$ cat src/rtl/pipeline_ctrl_if.sv
// pipeline_ctrl_if: datapath <-> pipeline sequencer signal bundle
// master: datapath side, drives hit/hazard/halt status, receives latch controls and counters
// slave:  pipeline_ctrl side, receives status, drives pcW, *W/*RST, halt, dwdog_err, counters
interface pipeline_ctrl_if #(parameter int CNT_W = 32);
   logic             ihit, dhit, memREN, memWEN, memValid, memBranchTaken, exMemRead, wbcuHALT;
   logic [4:0]       exRd, idRs, idRt;
   logic             pcW, ifidW, ifidRST, idexW, idexRST, exmemW, exmemRST, memwbW, memwbRST;
   logic             halt, dwdog_err;
   logic [CNT_W-1:0] cyc_cnt, instr_cnt, stall_cnt, flush_cnt;
   modport master (
      output ihit, dhit, memREN, memWEN, memValid, memBranchTaken, exMemRead, wbcuHALT, exRd, idRs, idRt,
      input  pcW, ifidW, ifidRST, idexW, idexRST, exmemW, exmemRST, memwbW, memwbRST, halt, dwdog_err,
             cyc_cnt, instr_cnt, stall_cnt, flush_cnt
   );
   modport slave (
      input  ihit, dhit, memREN, memWEN, memValid, memBranchTaken, exMemRead, wbcuHALT, exRd, idRs, idRt,
      output pcW, ifidW, ifidRST, idexW, idexRST, exmemW, exmemRST, memwbW, memwbRST, halt, dwdog_err,
             cyc_cnt, instr_cnt, stall_cnt, flush_cnt
   );
endinterface

$ cat src/rtl/pipeline_ctrl.sv
// pipeline_ctrl: five-stage pipeline sequencer (latch enables/flushes, halt, data-stall watchdog, perf counters)
// CLK, nRST (async, active-low); bus_io: slave view of pipeline_ctrl_if
module pipeline_ctrl #(
   parameter int CNT_W    = 32,
   parameter int DTIMEOUT = 1024
) (
   input logic            CLK,
   input logic            nRST,
   pipeline_ctrl_if.slave bus_io
);
   localparam int DW = $clog2(DTIMEOUT);
   typedef enum logic [1:0] {RUN, DWAIT, HALTED} state_t;
   state_t           state_q, state_d;
   logic [DW-1:0]    dcnt_q, dcnt_d;
   logic             err_q, halted, dwait, lu, dtop;
   logic [CNT_W-1:0] cyc_q, instr_q, stall_q, flush_q;
   logic [4:0]       w;
   logic [3:0]       r;
   function automatic logic [CNT_W-1:0] sat_inc(input logic [CNT_W-1:0] v, input logic en);
      return (en && !(&v)) ? v + CNT_W'(1) : v;
   endfunction
   assign halted = state_q == HALTED;
   assign dwait  = (bus_io.memREN | bus_io.memWEN) & ~bus_io.dhit;
   assign lu     = bus_io.exMemRead & (|bus_io.exRd) &
                   (bus_io.exRd == bus_io.idRs | bus_io.exRd == bus_io.idRt);
   assign dtop   = dcnt_q == DW'(DTIMEOUT - 1);
   // w = {pc, ifid, idex, exmem, memwb}, r = {ifid, idex, exmem, memwb}
   always_comb begin
      w = 5'b11111;
      r = 4'b0000;
      if (halted || bus_io.wbcuHALT) w = 5'b00000;
      else if (dwait) begin w = 5'b00001; r = 4'b0001; end
      else if (bus_io.memBranchTaken) r = 4'b1110;
      else if (lu) begin w = 5'b00111; r = 4'b0100; end
      else if (!bus_io.ihit) begin w = 5'b01111; r = 4'b1000; end
   end
   assign state_d = (halted || bus_io.wbcuHALT) ? HALTED : dwait ? DWAIT : RUN;
   // saturate at the top so a very long stall cannot wrap back below the threshold
   assign dcnt_d  = !dwait ? '0 : dtop ? dcnt_q : dcnt_q + DW'(1);
   always_ff @(posedge CLK or negedge nRST) begin
      if (!nRST) begin
         state_q <= RUN;
         dcnt_q  <= '0;
         err_q   <= 1'b0;
         cyc_q   <= '0;
         instr_q <= '0;
         stall_q <= '0;
         flush_q <= '0;
      end else begin
         state_q <= state_d;
         dcnt_q  <= dcnt_d;
         err_q   <= err_q | (dwait & dtop);
         if (!halted) begin
            cyc_q   <= sat_inc(cyc_q, 1'b1);
            instr_q <= sat_inc(instr_q, w[0] & ~r[0] & bus_io.memValid);
            // pcW low with some latch still enabled isolates the stall rules from halt
            stall_q <= sat_inc(stall_q, ~w[4] & (|w));
            flush_q <= sat_inc(flush_q, r[3] & r[2]);
         end
      end
   end
   assign {bus_io.pcW, bus_io.ifidW, bus_io.idexW, bus_io.exmemW, bus_io.memwbW} = w;
   assign {bus_io.ifidRST, bus_io.idexRST, bus_io.exmemRST, bus_io.memwbRST} = r;
   assign bus_io.halt      = halted;
   assign bus_io.dwdog_err = err_q;
   assign bus_io.cyc_cnt   = cyc_q;
   assign bus_io.instr_cnt = instr_q;
   assign bus_io.stall_cnt = stall_q;
   assign bus_io.flush_cnt = flush_q;
endmodule
$ cat src/flat_wrapper.sv
// flat-port wrapper written by rule: the top's interface ports become plain ports
module pipeline_ctrl_flat 
#(
   parameter int CNT_W    = 32,
   parameter int DTIMEOUT = 1024
)
  (CLK, nRST, bus_io_ihit, bus_io_dhit, bus_io_memREN, bus_io_memWEN, bus_io_memValid, bus_io_memBranchTaken, bus_io_exMemRead, bus_io_wbcuHALT, bus_io_exRd, bus_io_idRs, bus_io_idRt, bus_io_pcW, bus_io_ifidW, bus_io_ifidRST, bus_io_idexW, bus_io_idexRST, bus_io_exmemW, bus_io_exmemRST, bus_io_memwbW, bus_io_memwbRST, bus_io_halt, bus_io_dwdog_err, bus_io_cyc_cnt, bus_io_instr_cnt, bus_io_stall_cnt, bus_io_flush_cnt);
  pipeline_ctrl_if #(.CNT_W(CNT_W)) bus_io_i ();
  input logic CLK;
  input logic nRST;
  input wire logic [$bits(bus_io_i.ihit)-1:0] bus_io_ihit;
  input wire logic [$bits(bus_io_i.dhit)-1:0] bus_io_dhit;
  input wire logic [$bits(bus_io_i.memREN)-1:0] bus_io_memREN;
  input wire logic [$bits(bus_io_i.memWEN)-1:0] bus_io_memWEN;
  input wire logic [$bits(bus_io_i.memValid)-1:0] bus_io_memValid;
  input wire logic [$bits(bus_io_i.memBranchTaken)-1:0] bus_io_memBranchTaken;
  input wire logic [$bits(bus_io_i.exMemRead)-1:0] bus_io_exMemRead;
  input wire logic [$bits(bus_io_i.wbcuHALT)-1:0] bus_io_wbcuHALT;
  input wire logic [$bits(bus_io_i.exRd)-1:0] bus_io_exRd;
  input wire logic [$bits(bus_io_i.idRs)-1:0] bus_io_idRs;
  input wire logic [$bits(bus_io_i.idRt)-1:0] bus_io_idRt;
  output wire logic [$bits(bus_io_i.pcW)-1:0] bus_io_pcW;
  output wire logic [$bits(bus_io_i.ifidW)-1:0] bus_io_ifidW;
  output wire logic [$bits(bus_io_i.ifidRST)-1:0] bus_io_ifidRST;
  output wire logic [$bits(bus_io_i.idexW)-1:0] bus_io_idexW;
  output wire logic [$bits(bus_io_i.idexRST)-1:0] bus_io_idexRST;
  output wire logic [$bits(bus_io_i.exmemW)-1:0] bus_io_exmemW;
  output wire logic [$bits(bus_io_i.exmemRST)-1:0] bus_io_exmemRST;
  output wire logic [$bits(bus_io_i.memwbW)-1:0] bus_io_memwbW;
  output wire logic [$bits(bus_io_i.memwbRST)-1:0] bus_io_memwbRST;
  output wire logic [$bits(bus_io_i.halt)-1:0] bus_io_halt;
  output wire logic [$bits(bus_io_i.dwdog_err)-1:0] bus_io_dwdog_err;
  output wire logic [$bits(bus_io_i.cyc_cnt)-1:0] bus_io_cyc_cnt;
  output wire logic [$bits(bus_io_i.instr_cnt)-1:0] bus_io_instr_cnt;
  output wire logic [$bits(bus_io_i.stall_cnt)-1:0] bus_io_stall_cnt;
  output wire logic [$bits(bus_io_i.flush_cnt)-1:0] bus_io_flush_cnt;
  assign bus_io_i.ihit = bus_io_ihit;
  assign bus_io_i.dhit = bus_io_dhit;
  assign bus_io_i.memREN = bus_io_memREN;
  assign bus_io_i.memWEN = bus_io_memWEN;
  assign bus_io_i.memValid = bus_io_memValid;
  assign bus_io_i.memBranchTaken = bus_io_memBranchTaken;
  assign bus_io_i.exMemRead = bus_io_exMemRead;
  assign bus_io_i.wbcuHALT = bus_io_wbcuHALT;
  assign bus_io_i.exRd = bus_io_exRd;
  assign bus_io_i.idRs = bus_io_idRs;
  assign bus_io_i.idRt = bus_io_idRt;
  assign bus_io_pcW = bus_io_i.pcW;
  assign bus_io_ifidW = bus_io_i.ifidW;
  assign bus_io_ifidRST = bus_io_i.ifidRST;
  assign bus_io_idexW = bus_io_i.idexW;
  assign bus_io_idexRST = bus_io_i.idexRST;
  assign bus_io_exmemW = bus_io_i.exmemW;
  assign bus_io_exmemRST = bus_io_i.exmemRST;
  assign bus_io_memwbW = bus_io_i.memwbW;
  assign bus_io_memwbRST = bus_io_i.memwbRST;
  assign bus_io_halt = bus_io_i.halt;
  assign bus_io_dwdog_err = bus_io_i.dwdog_err;
  assign bus_io_cyc_cnt = bus_io_i.cyc_cnt;
  assign bus_io_instr_cnt = bus_io_i.instr_cnt;
  assign bus_io_stall_cnt = bus_io_i.stall_cnt;
  assign bus_io_flush_cnt = bus_io_i.flush_cnt;
  pipeline_ctrl #(.CNT_W(CNT_W), .DTIMEOUT(DTIMEOUT)) u_core (.CLK(CLK), .nRST(nRST), .bus_io(bus_io_i));
endmodule
$ cat config.mk
export PLATFORM = sky130hd
export DESIGN_NAME = pipeline_ctrl_flat
export DESIGN_NICKNAME = d
export VERILOG_FILES = /design/src/rtl/pipeline_ctrl_if.sv /design/src/rtl/pipeline_ctrl.sv /design/src/flat_wrapper.sv
export SDC_FILE = /design/constraint.sdc
export NUM_CORES = 1
export LEC_CHECK = 0
export ABC_AREA = 1
export BUFFER_PORTS_ARGS = -buffer_cell sky130_fd_sc_hd__buf_2
export CORE_ASPECT_RATIO = 1.75
export CORE_MARGIN = 1.5
export CORE_UTILIZATION = 30
export CTS_CLUSTER_SIZE = 12
export DETAILED_ROUTE_END_ITERATION = 8
export GPL_TIMING_DRIVEN = 0
export PLACE_DENSITY = 0.59
export SYNTH_ARGS = -nofsm -noshare
export SYNTH_HDL_FRONTEND = slang
export SYNTH_SLANG_ARGS = --single-unit
export TNS_END_PERCENT = 5
$ cat constraint.sdc
create_clock -name CLK -period 2 [get_ports CLK]
set_input_delay 0.1 -clock CLK [delete_from_list [all_inputs] [get_ports CLK]]
set_output_delay 0.1 -clock CLK [all_outputs]
set_load 0.1 [all_outputs]
==> impl_results.md, run 1 <==
* Total power draw at 7.90 mW
* Core area at 0.0288 mm²
* Final WL at 27800 µm
* Setup TNS at -0.143 ns
* Tightest Pin Transition at 0.705 ns
* Syn Area/Cell at 7.16 µm²
* Setup Skew at 0.00947 ns
* Violated checks: negative setup slack
* Unique cell type count in the Yosys netlist at 38
* 1st-pass router iterations at 5
* Detail Route Antenna Nets at 0
* # DRC at 0
* Rel. slew slack at 53.0%
* Std-Cell Rows at 82
* Hold Fails Final Rpt at 0
* CTS sink count at 141
* GP Congestion at 0.895
* Syn Nets at 1263
* Area of the mapped netlist at 0.00883 mm²
* Die span in x at 133 µm
* Fmax achieved at 0.467 GHz
* Vias in the first global route at 8765
* Inserted Clock Buffers at 17
* Worst hold slack at 0.0270 ns
* Seq/Total Area, Yosys at 40.0%
* I/O Buffers at 163
* Commonest cells after routing, fill and taps aside: nand2_1 (435), buf_2 (159), nor2_1 (142)
* Worst setup EP type: output port
* Setup CP Type: reg -> out
* Yosys reg bits at 141
* Worst-skew pair later-pin latency at 0.44 ns
* R2R Setup Slk at 0.09 ns
* Die area at 0.0305 mm²
* Max Slew Vio Count at 0
* Largest net degree at the start of global routing at 74
* GRT Residual Overflow at 0
* Fin nets at 1466
* Worst path required time at 1.90 ns
* Commonest non-fill, non-tap cell in the layout: nand2_1
* Avg WL per Cell at 15.2 µm
* Leak Pwr at 5.52 nW
* GRT Total Usage at 18.9%
* Post-DR vias/cell at 4.70
* Initial DRC Count at 423
* Hold Crit Class: in -> reg
* VDD IR max at 0.591 mV
* Reg clk slew, reported paths at 0.06 ns
* Crit-path max FO at 3
* Share of post-route cells with drive strength above 1 at 21.4%
* Synth Instances at 1233
* Initial core utilization at 30.6%
* Clock Tree Buf Depth at 2
* First-pass GRT wire length at 44800 µm
* CTS tree: yes
* Outcome: finished with violations
* MaxCap Viol Count at 0
* Initial antenna violation count at 0
* Setup ws final at -0.143 ns
* Diode count at 0
* H-tree lvl count at 4
* # IOs at 164
* RSZ-0062 raised after global routing: yes
* Minimum clock period after layout at 2.14 ns
* YS warnings at 0
* Worst path arrival time at 2.04 ns
* Die height at 230 µm
* CP startpoint kind: flip-flop
* P&R area growth vs syn at 27.4%
* Detailed-placement wirelength estimate at 21600 µm
* Final Core Density at 39.0%
* Crit share post-route at 107%
* Final setup vio count at 1
* Design area at 0.0112 mm²
* Power density cells at 703 mW/mm²
* Area after DPL at 0.0102 mm²
* Clock root buffer: clkbuf_16
* Vias at 8579
==> synthesized netlist by cell type (all sizes together) <==
library cell | n | share of area (%)
clkinv | 1 | 0.042
nand2 | 445 | 19
nor3 | 71 | 4.8
buf | 20 | 1.8
a21boi | 2 | 0.17
dfrtp | 141 | 40
o21bai | 1 | 0.13
nor4 | 1 | 0.071
ha | 5 | 0.71
nand4 | 23 | 1.6
and2 | 1 | 0.071
inv | 127 | 5.4
nor3b | 1 | 0.085
o31ai | 1 | 0.085
nand3b | 4 | 0.34
nand3 | 76 | 4.5
a31oi | 2 | 0.14
xor2 | 80 | 7.9
xnor2 | 28 | 2.8
a21oi | 3 | 0.17
nor2 | 152 | 6.8
clkbuf | 3 | 0.13
or2 | 2 | 0.14
o21ai | 43 | 2.7
==> routing by layer <==
layer	GRT usage (%)	vias up	wire length, µm
met5	0	-	0
li1	-	4290	-
met4	9.58	0	1100
met2	35.7	242	15100
met1	19.3	3983	10300
met3	4.17	64	1280
==> what timing repair did <==
action,4_1_cts,5_1_grt
gates cloned,0,1
pin swaps,3,8
endpoints found under the hold margin,69,0
setup endpoints to repair,58,94
gates resized for setup,26,48
setup buffers,11,6
hold buffers,2,0
==> power by group <==
group	switching [mW]	total [mW]	internal, mW
clock network	1.28	3.43	2.14
registers	0.149	3.11	2.97
logic	1.10	1.36	0.254
total	2.54	7.90	5.36
==> critical path, stage by stage (launching register included) <==
cell and delay (ns):
dfrtp_1 0.39, nor2_4 0.17, nor2_4 0.08, nand2_4 0.12, inv_12 0.04, nand2_8 0.07, inv_12 0.03, or2_4 0.23
nand3_4 0.08, buf_8 0.12, clkinvlp_4 0.08, buf_12 0.17
==> path summary, 6_finish.rpt <==
path,start,end,depth (start not counted)
max,u_core.state_q[0],bus_io_pcW,11
min,bus_io_dhit,u_core.dcnt_q[6],3
max reg2reg,u_core.state_q[0],u_core.bus_io.stall_cnt[14],13
min reg2reg,u_core.bus_io.dwdog_err,u_core.bus_io.dwdog_err,2
max in group asynchronous,nRST,u_core.bus_io.cyc_cnt[25],3
min in group asynchronous,nRST,u_core.bus_io.stall_cnt[7],2
==> logic make-up (layout without fill, tap and decap cells) <==
group / count (synthesis) / in the layout / share of synthesized area, %
simple gates: 776 / 776 / 37.8
buf+inv: 151 / 367 / 7.44
flops: 141 / 141 / 40.0
xor+xnor: 108 / 108 / 10.7
compound gates: 52 / 52 / 3.35
fa+ha+maj: 5 / 5 / 0.709
==> state kept, by name (all words and copies together), names as in the netlist <==
signal                   count
u_core.bus_io.stall_cnt     32
u_core.bus_io.cyc_cnt       32
u_core.dcnt_q               10
u_core.state_q               2
u_core.bus_io.flush_cnt     32
u_core.bus_io.dwdog_err      1
u_core.bus_io.instr_cnt     32
==> area by class of cell <==
| type | count | area, µm² |
|---|---|---|
| repair buffers | 184 | 1110 |
| well taps | 378 | 473 |
| flip-flops and latches | 141 | 3540 |
| plain buffers | 23 | 216 |
| clock inverters | 11 | 165 |
| inverters | 128 | 509 |
| multi-input cells | 941 | 4760 |
| clock buffers | 21 | 460 |
| fillers | 3055 | 17600 |
==> through the flow <==
step	instances	worst slack [ns]
2_1_floorplan	1233	-0.666
4_1_cts	1820	-0.222
6_report	1827	-0.143
3_3_place_gp	1774	-1.36
5_1_grt	1827	-0.252
3_5_place_dp	1775	-0.149
(Power assumes the default switching activity.)
==> run 2: changes to the inputs <==
--- a/config.mk
+++ b/config.mk
@@ -13,7 +13,9 @@
 export CTS_CLUSTER_SIZE = 12
 export DETAILED_ROUTE_END_ITERATION = 8
 export GPL_TIMING_DRIVEN = 0
+export MAX_ROUTING_LAYER = met4
 export PLACE_DENSITY = 0.59
+export RECOVER_POWER = 25
 export SYNTH_ARGS = -nofsm -noshare
 export SYNTH_HDL_FRONTEND = slang
 export SYNTH_SLANG_ARGS = --single-unit
==> run 2 against run 1 <==
Effect of this change:
- the flow finishes with violations (max-capacitance violations, max-slew violations, negative setup slack)
- combinational power about the same
- final area about the same
- sequential power about the same
- sequential share of layout area about the same
- wire length increased by 0.29%
- maximum frequency increased by 0.33%
- power increased by 2.0%
- non-clock buffer count decreased by 2
- first-iteration DRC count decreased by 4.5%
- critical path depth unchanged
- hold slack got worse by 0.0020 ns
- critical endpoint unchanged
==> impl_results.md, run 2 (synthesized netlist as in run 1, its figures left out) <==
* Minimum clock period after layout at 2.14 ns (about the same)
* Violated checks: max-capacitance violations, max-slew violations, negative setup slack (was negative setup slack)
* CTS sink count at 141 (unchanged)
* Reg-to-Reg Start: u_core.bus_io.flush_cnt[22] (was u_core.state_q[0])
* Final setup vio count at 1 (unchanged)
* H-tree lvl count at 4 (unchanged)
* Setup ws final at -0.136 ns (was -0.143 ns)
* Area after DPL at 0.0102 mm² (unchanged)
* Reg clk slew, reported paths at 0.06 ns (about the same)
* Avg WL per Cell at 15.3 µm (was 15.2 µm)
* Diode count at 0 (unchanged)
* Worst path arrival time at 2.04 ns (about the same)
* Crit share post-route at 107% (about the same)
* Critical Path Max Stage Delay at 0.39 ns (about the same)
* Initial antenna violation count at 0 (unchanged)
* Worst setup EP type: output port (unchanged)
* CTS tree: yes (unchanged)
* Largest net degree at the start of global routing at 75 (was 74)
* RSZ-0062 raised after global routing: yes (unchanged)
* 1st-pass router iterations at 6 (was 5)
* GP Congestion at 0.909 (was 0.895)
* Met2 Usage GRT at 35.4% (was 35.7%)
* Most used routing layer: met2 (unchanged)
* Detailed-placement wirelength estimate at 21700 µm (was 21600 µm)
* Rel. slew slack at -7.69% (was 53.0%)
* Worst hold slack at 0.0250 ns (was 0.0270 ns)
* GRT Total Usage at 19.5% (was 18.9%)
* Clock root buffer: clkbuf_16 (unchanged)
* Leak Pwr at 5.52 nW (about the same)
* Commonest cells after routing, fill and taps aside: nand2_1 (435), buf_2 (161), nor2_1 (143) (was nand2_1 (435), buf_2 (159), nor2_1 (142))
* Share of post-route cells with drive strength above 1 at 21.2% (was 21.4%)
* Vias in the first global route at 8861 (was 8765)
* Std-Cell Rows at 82 (unchanged)
* Core area at 0.0288 mm² (unchanged)
* Hold Crit Class: in -> reg (unchanged)
* Power density cells at 717 mW/mm² (was 703 mW/mm²)
* Setup TNS at -0.136 ns (was -0.143 ns)
* # DRC at 0 (unchanged)
* Initial core utilization at 30.6% (unchanged)
* Vias at 8628 (was 8579)
* Max Slew Vio Count at 68 (was 0)
* Worst Min Path Start: bus_io_dhit (unchanged)
* MaxCap Viol Count at 1 (was 0)
* Die area at 0.0305 mm² (unchanged)
* First-pass GRT wire length at 44900 µm (was 44800 µm)
* Final WL at 27900 µm (was 27800 µm)
* Met1 Use GR at 19.2% (was 19.3%)
* Design area at 0.0112 mm² (about the same)
* Critical path's slowest cell: dfrtp_1 (unchanged)
* Initial DRC Count at 404 (was 423)
* Setup Skew at 0.00787 ns (was 0.00947 ns)
* Clock Tree Buf Depth at 2 (unchanged)
* VDD IR max at 0.612 mV (was 0.591 mV)
* CP startpoint kind: flip-flop (unchanged)
* FF-to-FF End: u_core.bus_io.flush_cnt[31] (was u_core.bus_io.stall_cnt[14])
* Routing usage on met3 at 3.68% (was 4.17%)
* R2R Setup Slk at 0.10 ns (was 0.09 ns)
* GRT Residual Overflow at 0 (unchanged)
* Fillers at 3024 (was 3055)
* Worst path required time at 1.90 ns (about the same)
* R2R depth at 11 (was 13)
* Tightest Pin Transition at 1.62 ns (was 0.705 ns)
* Worst Hold Path EP: u_core.dcnt_q[6] (unchanged)
* Die span in x at 133 µm (unchanged)
* Crit-path cells: nor2_4 -> nor2_4 -> nand2_4 -> inv_12 -> nand2_8 -> inv_12 -> or2_4 -> nand3_4 -> buf_8 -> clkinvlp_4 -> buf_12 (unchanged)
* Die height at 230 µm (unchanged)
* Worst-skew pair later-pin latency at 0.45 ns (was 0.44 ns)
* Fmax achieved at 0.468 GHz (was 0.467 GHz)
* Fin nets at 1464 (was 1466)
* Setup CP Type: reg -> out (unchanged)
* Commonest non-fill, non-tap cell in the layout: nand2_1 (unchanged)
* Outcome: finished with violations (unchanged)
* Cell count of the worst hold path at 3 (unchanged)
* Detail Route Antenna Nets at 0 (unchanged)
* Hold Fails Final Rpt at 0 (unchanged)
* Inserted Clock Buffers at 17 (unchanged)
* Post-DR vias/cell at 4.73 (was 4.70)
* I/O Buffers at 163 (unchanged)
* # IOs at 164 (unchanged)
* Crit-path max FO at 2 (was 3)
* P&R area growth vs syn at 27.3% (was 27.4%)
==> run 2: cell count changes in the layout (fill, tap and decap cells not counted), moves of 2 or more <==
cell / before / now
buf_8: 6 / 2
buf_4: 23 / 21
dfrtp_2: 10 / 7
buf_12: 5 / 8
buf_2: 159 / 161
dfrtp_1: 131 / 134
==> run 2: per-stage QoR <==
stage	utilization, %	instances	setup slack, ns	total power, mW
6_report	39.0	1825	-0.136	8.06
5_1_grt	39.0	1825	-0.249	8.34
4_1_cts	38.4	1820	-0.217	8.11
3_5_place_dp	35.4	1775	-0.144	4.47
3_3_place_gp	35.3	1774	-1.36	4.45
2_1_floorplan	-	1233	-0.666	4.13
==> run 2: worst max-delay path by stage <==
stage	to	slack, ns	from
floorplan	bus_io_pcW	-0.67	u_core.state_q[0]
detailed placement	bus_io_pcW	-0.14	u_core.state_q[1]
global placement	u_core.bus_io.cyc_cnt[30]	-1.36	nRST
global route	bus_io_pcW	-0.25	u_core.state_q[0]
CTS	bus_io_pcW	-0.22	u_core.state_q[0]
finish	bus_io_pcW	-0.14	u_core.state_q[0]
==> run 2: final cells by class <==
class / count / area [µm²] / share of cell area [%]
buffer: 23 / 205 / 1.83
clock buffer: 21 / 470 / 4.19
clock inverter: 11 / 188 / 1.67
inverter: 128 / 509 / 4.53
multi-input combinational: 941 / 4770 / 42.5
sequential: 141 / 3540 / 31.5
tap: 378 / 473 / 4.21
timing repair buffer: 182 / 1080 / 9.60
==> run 2: timing repair <==
| action | 4_1_cts | 5_1_grt |
|---|---|---|
| setup buffers | 11 | 6 |
| pin swaps | 3 | 4 |
| gates resized for setup | 28 | 41 |
| setup endpoints to repair | 69 | 105 |
| endpoints found under the hold margin | 68 | 0 |
| hold buffers | 2 | 0 |
==> run 2: worst max-delay path: cells and delay by family (launching register included) <==
| family | cells | cell delay, ns |
|---|---|---|
| buffers and inverters | 5 | 0.44 |
| DFF | 1 | 0.39 |
| and+or+nand+nor | 6 | 0.74 |
==> run 2: per-layer routing <==
| layer | routed length, µm | vias to the layer above |
|---|---|---|
| met5 | 0 | - |
| met4 | 1430 | 0 |
| met3 | 1130 | 82 |
| met2 | 14800 | 231 |
| met1 | 10500 | 4036 |
| li1 | - | 4279 |
==> run 2: power breakdown <==
part	total (mW)	internal, mW	switching (mW)
Clock	3.60	2.30	1.30
Combinational	1.34	0.236	1.10
Sequential	3.12	2.96	0.154
